File: config.mk
export PLATFORM = sky130hd
export DESIGN_NAME = axi_ddr_traffic_gen
export DESIGN_NICKNAME = d
export VERILOG_FILES = /design/src/rtl/axi_ddr_traffic_gen.sv
export SDC_FILE = /design/constraint.sdc
export NUM_CORES = 1
export LEC_CHECK = 0
export CORE_ASPECT_RATIO = 0.9
export CORE_MARGIN = 10
export CORE_UTILIZATION = 60
export CTS_CLUSTER_DIAMETER = 80
export DETAILED_ROUTE_END_ITERATION = 10
export DONT_BUFFER_PORTS = 1
export PLACE_DENSITY = 0.76
export SYNTH_ARGS = -nofsm -noshare
export SYNTH_HDL_FRONTEND = slang
export SYNTH_SLANG_ARGS = --single-unit
export TNS_END_PERCENT = 1
File: constraint.sdc
create_clock -name clk_i -period 3.2 [get_ports clk_i]
set_input_delay 0.16 -clock clk_i [delete_from_list [all_inputs] [get_ports clk_i]]
set_output_delay 0.16 -clock clk_i [all_outputs]
set_load 0.005 [all_outputs]
File: src/rtl/axi_ddr_traffic_gen.sv
// DDR4 AXI4 self-test initiator: writes a burst pattern, reads it back, compares.
// Define TRAFFIC_GEN_LOOP_EN to repeat passes forever with a pulsed done_o.
module axi_ddr_traffic_gen #(
    parameter int          ADDR_WIDTH = 29,
    parameter int          DATA_WIDTH = 64,
    parameter int          BURST_LEN  = 16,
    parameter int          NUM_BURSTS = 64,
    parameter logic [63:0] BASE_ADDR  = 64'd0
) (
    input  logic                  clk_i,
    input  logic                  rst_i,
    input  logic                  start_i,
    output logic                  aw_valid_o,
    input  logic                  aw_ready_i,
    output logic [ADDR_WIDTH-1:0] aw_addr_o,
    output logic                  w_valid_o,
    input  logic                  w_ready_i,
    output logic [DATA_WIDTH-1:0] w_data_o,
    output logic                  w_last_o,
    input  logic                  b_valid_i,
    output logic                  b_ready_o,
    input  logic [1:0]            b_resp_i,
    output logic                  ar_valid_o,
    input  logic                  ar_ready_i,
    output logic [ADDR_WIDTH-1:0] ar_addr_o,
    input  logic                  r_valid_i,
    output logic                  r_ready_o,
    input  logic [DATA_WIDTH-1:0] r_data_i,
    input  logic [1:0]            r_resp_i,
    input  logic                  r_last_i,
    output logic                  done_o,
    output logic                  error_o,
    output logic [15:0]           err_count_o
);

    typedef enum logic [2:0] {
        IDLE, WR_AW, WR_DATA, WR_RESP, RD_AR, RD_DATA, DONE
    } state_t;

    localparam int LANES = DATA_WIDTH / 32;
    localparam logic [ADDR_WIDTH-1:0] STEP =
        ADDR_WIDTH'(BURST_LEN * (DATA_WIDTH / 8));
    localparam logic [ADDR_WIDTH-1:0] BASE = BASE_ADDR[ADDR_WIDTH-1:0];
    localparam logic [15:0] LAST_BEAT  = 16'(BURST_LEN - 1);
    localparam logic [31:0] LAST_BURST = 32'(NUM_BURSTS - 1);

    state_t                  state;
    logic [ADDR_WIDTH-1:0]   addr_q;
    logic [31:0]             burst_q;
    logic [15:0]             beat_q;
    logic [15:0]             pass_q;
    logic [31:0]             lane;
    logic [DATA_WIDTH-1:0]   pat;
    logic                    beat_last;
    logic                    err_evt;

    // The same pattern generator serves write data and read comparison.
    assign lane      = {burst_q[15:0], beat_q} ^ 32'hA5A5_5A5A ^ {16'h0, pass_q};
    assign pat       = {LANES{lane}};
    assign beat_last = (beat_q == LAST_BEAT);

    assign aw_valid_o = (state == WR_AW);
    assign aw_addr_o  = addr_q;
    assign w_valid_o  = (state == WR_DATA);
    assign w_data_o   = w_valid_o ? pat : '0;
    assign w_last_o   = w_valid_o & beat_last;
    assign b_ready_o  = (state == WR_RESP);
    assign ar_valid_o = (state == RD_AR);
    assign ar_addr_o  = addr_q;
    assign r_ready_o  = (state == RD_DATA);
    assign done_o     = (state == DONE);

    assign err_evt =
        (b_ready_o & b_valid_i & (b_resp_i != 2'b00)) |
        (r_ready_o & r_valid_i & ((r_data_i != pat) |
                                  (r_resp_i != 2'b00) |
                                  (r_last_i != beat_last)));

    always_ff @(posedge clk_i) begin
        if (rst_i) begin
            state       <= IDLE;
            addr_q      <= '0;
            burst_q     <= '0;
            beat_q      <= '0;
            pass_q      <= '0;
            error_o     <= 1'b0;
            err_count_o <= '0;
        end else begin
            if (err_evt) begin
                error_o <= 1'b1;
                if (err_count_o != 16'hFFFF)
                    err_count_o <= err_count_o + 16'd1;
            end
            unique case (state)
                IDLE: begin
                    if (start_i) begin
                        state   <= WR_AW;
                        addr_q  <= BASE;
                        burst_q <= '0;
                        beat_q  <= '0;
                    end
                end
                WR_AW: begin
                    if (aw_ready_i)
                        state <= WR_DATA;
                end
                WR_DATA: begin
                    if (w_ready_i) begin
                        if (beat_last) begin
                            beat_q <= '0;
                            state  <= WR_RESP;
                        end else begin
                            beat_q <= beat_q + 16'd1;
                        end
                    end
                end
                WR_RESP: begin
                    if (b_valid_i) begin
                        if (burst_q == LAST_BURST) begin
                            burst_q <= '0;
                            addr_q  <= BASE;
                            state   <= RD_AR;
                        end else begin
                            burst_q <= burst_q + 32'd1;
                            addr_q  <= addr_q + STEP;
                            state   <= WR_AW;
                        end
                    end
                end
                RD_AR: begin
                    if (ar_ready_i)
                        state <= RD_DATA;
                end
                RD_DATA: begin
                    // Burst end follows the beat count, not r_last_i.
                    if (r_valid_i) begin
                        if (beat_last) begin
                            beat_q <= '0;
                            if (burst_q == LAST_BURST) begin
                                state <= DONE;
                            end else begin
                                burst_q <= burst_q + 32'd1;
                                addr_q  <= addr_q + STEP;
                                state   <= RD_AR;
                            end
                        end else begin
                            beat_q <= beat_q + 16'd1;
                        end
                    end
                end
                DONE: begin
`ifdef TRAFFIC_GEN_LOOP_EN
                    pass_q  <= pass_q + 16'd1;
                    burst_q <= '0;
                    addr_q  <= BASE;
                    state   <= WR_AW;
`else
                    state   <= DONE;
`endif
                end
                default: state <= IDLE;
            endcase
        end
    end

endmodule

==> results_dict.tcl <==
set metrics [dict create \
    seq_area_frac_synth_pct 30.5 \
    finalHoldViolations 0 \
    crit_required_ns 3.45 \
    hold_class "in2reg" \
    drt-total-wl_mm 16.5 \
    dpl.cell_count 782 \
    preCtsSetupSlack_ns 0.202 \
    crit_buf_inv 0 \
    clock_latency_ns 0.36 \
    path_max_fanout 8 \
    fmax_mhz 349 \
    overflow 0 \
    crit_cells 9 \
    cts_inserted_buffers 9 \
    h-tree-depth 3 \
    ant_nets 0 \
    vias_per_cell 6.12 \
    crit_family "simple AND/OR/NAND/NOR gates" \
    power_density_nw_per_um2 445 \
    fin_tns_setup_ns 0 \
    clock_skew_ns 0.00676 \
    fin_crit_ns 2.87 \
    numPortBuffers 0 \
    p_leak_nw 2.10 \
    grt_pass1_wl_mm 26.3 \
    worstHoldEndpoint "err_count_o[15]" \
    slew_headroom_pct 44.5 \
    fin_nets 749 \
    rsz0062_at_grt "no" \
    crit_chain "ha_1 > and3_1 > nand4_2 > xnor2_1 > or3_1 > nor4b_4 > nor3b_2 > nor2b_1 > mux2_1" \
    grt_use_total_pct 22.4 \
    dpl.hpwl_mm 12.7 \
    startpoint "beat_q[0]" \
    slowest_stage "dfxtp_1" \
    die_area_um2 14200 \
    core_um2 9610 \
    yosys_warnings 0 \
    async_reset_ff_share_pct 0 \
    first_global_vias 4789 \
    grt_max_degree 41 \
    die_h_um 114 \
    reg2reg_depth 9 \
    r2r_end "err_count_o[11]" \
    avgSynthCellArea_um2 7.92 \
    drt-initial-drc-count 365 \
    vias 4893 \
    setup_ws_ns 0.331 \
    core.rowCount 34 \
    ys_types 62 \
    num_io_pins 223 \
    synth_cells 745 \
    drive_above_1_share_pct 6.84 \
    ys_seq_elements 90 \
    synth_ff_type "dfxtp_1" \
    antenna_found_initial 0 \
    fin_cells 799 \
    worst_ep_arrival_time_ns 3.12 \
    worst_slew_pin_slew_ns 0.829 \
    setup_viol 0 \
    cts_tree "yes" \
    multi_input_area_um2 3340 \
    worstSetupPathType "reg2reg" \
    maxCapViolCount 0 \
    first_pass_iters 7 \
    vdd_drop_max_uv 525 \
    worstReg2RegStart "beat_q[0]" \
    wl_per_cell_um 20.7 \
    holdWs_ns 0.0227 \
    die_w_um 125 \
    area_growth_pct -3.82 \
    critPathCaptureType "register" \
    power_mw 2.52 \
    cts.sink_count 90 \
    root_buffer "clkbuf_8" \
    n_antenna_cell 0 \
    start_kind "register" \
    cts_buffer_depth 2 \
    fillCellCount 893 \
    drcViolationCount 0 \
    cpPeakStageDelay_ns 0.47 \
    reg2reg_slack_ns 0.33 \
    cts_setup_buffers 0 \
    place_area_um2 5460 \
    regArea_um2 1800 \
    initial_core_util_pct 61.4 \
    status "finished, final reports clean" \
    clk_pin_slew_worst_paths_ns 0.09 \
    final_util_pct 59.0 \
    fin_crit_sh_pct 89.7 \
    netlist_area_um2 5900 \
    report.final.slew_viol_count 0 \
    holdPathStages 2 \
    postLayoutCellArea_um2 5680 \
    synth_edf_count 0 \
    hp-start "rst_i" \
    gp_routability_congestion 0.909 \
]
[how the worst max path moves through the flow]
stage | end | slack, ns
after global placement | err_count_o[11] | 0.36
after floorplan | err_count_o[10] | 0.63
after global routing | err_count_o[11] | 0.1
after CTS | err_count_o[11] | 0.17
after detailed placement | err_count_o[11] | 0.20
final | err_count_o[11] | 0.33
[layout by cell type, fill, tap and decap left out, drive strengths merged, types with 19 or more instances in the layout]
master,Yosys,layout
nor2,113,113
dfxtp,90,90
nand2,53,53
xor2,51,51
xnor2,37,37
and3,34,34
nand4,27,27
nand3,25,25
inv,21,21
a21oi,19,19
[flip-flops by register name, summed over array words and instances (netlist names)]
signal	flops
burst_q	32
ar_addr_o	22
err_count_o	16
beat_q	16
state	3
error_o	1
[Yosys cell counts (all sizes together) (5+ instances only)]
library cell | count | area, µm²
nor2 | 113 | 427
buf | 97 | 689
dfxtp | 90 | 1800
nand2 | 53 | 199
xor2 | 51 | 447
xnor2 | 37 | 324
and3 | 34 | 213
nand4 | 27 | 181
nand3 | 25 | 125
inv | 21 | 78.8
a21oi | 19 | 98.9
nand2b | 18 | 113
clkbuf | 15 | 56.3
o21ai | 15 | 75.1
and4 | 14 | 123
nor4 | 13 | 109
nor3 | 10 | 50.1
nor2b | 9 | 56.3
mux2 | 8 | 90.1
o22ai | 8 | 50.1
or3 | 8 | 50.1
nor3b | 6 | 50.1
o2111ai | 6 | 52.6
and2 | 5 | 31.3
[worst register-to-register path: stages (launching register included)]
cell and delay (ns):
dfxtp_1 0.47, ha_1 0.20, and3_1 0.24, nand4_2 0.17
xnor2_1 0.16, or3_1 0.43, nor4b_4 0.42, nor3b_2 0.18
nor2b_1 0.18, mux2_1 0.31
[kinds of logic after synthesis]
| kind of cell | after synthesis | share of synthesized area [%] |
|---|---|---|
| AOI/OAI and AO/OA | 71 | 8.57 |
| other | 1 | 0.0636 |
| xor gates and xnor gates | 88 | 13.1 |
| buffers and inverters | 133 | 14.0 |
| DFF | 90 | 30.5 |
| muxes | 10 | 1.87 |
| and+or+nand+nor | 348 | 31.1 |
| adders and majority gates | 4 | 0.848 |
[where the power goes]
| group | internal [mW] | leakage, nW | switching [mW] |
|---|---|---|---|
| Combinational | 0.170 | 1.27 | 0.374 |
| Clock | 0.383 | 0.0966 | 0.406 |
| Sequential | 1.14 | 0.725 | 0.0528 |
| Total | 1.69 | 2.10 | 0.833 |
[metal layers]
| layer | GRT usage [%] | wire length (µm) | share of wire, % | vias up |
|---|---|---|---|---|
| met5 | 0 | 0 | 0 | - |
| met1 | 26.9 | 6630 | 40 | 2338 |
| met2 | 37.3 | 7990 | 48 | 226 |
| met3 | 8.01 | 1600 | 9.6 | 21 |
| met4 | 6.13 | 319 | 1.9 | 0 |
| li1 | - | - | - | 2308 |
[area by class of cell]
cell class,count,area share [%]
Timing Repair Buffer,11,1.72
Inverter,21,1.39
Clock buffer,12,2.56
Tap cell,126,2.78
Sequential cell,90,31.7
Clock inverter,4,0.904
Multi-Input combinational cell,535,58.9
[repair_timing]
item / CTS / global route
setup endpoints to repair: 0 / 5
endpoints found under the hold margin: 21 / 0
hold buffers: 1 / 0
gates resized for setup: 0 / 1
Note: power is estimated with default switching activity, not from simulation.
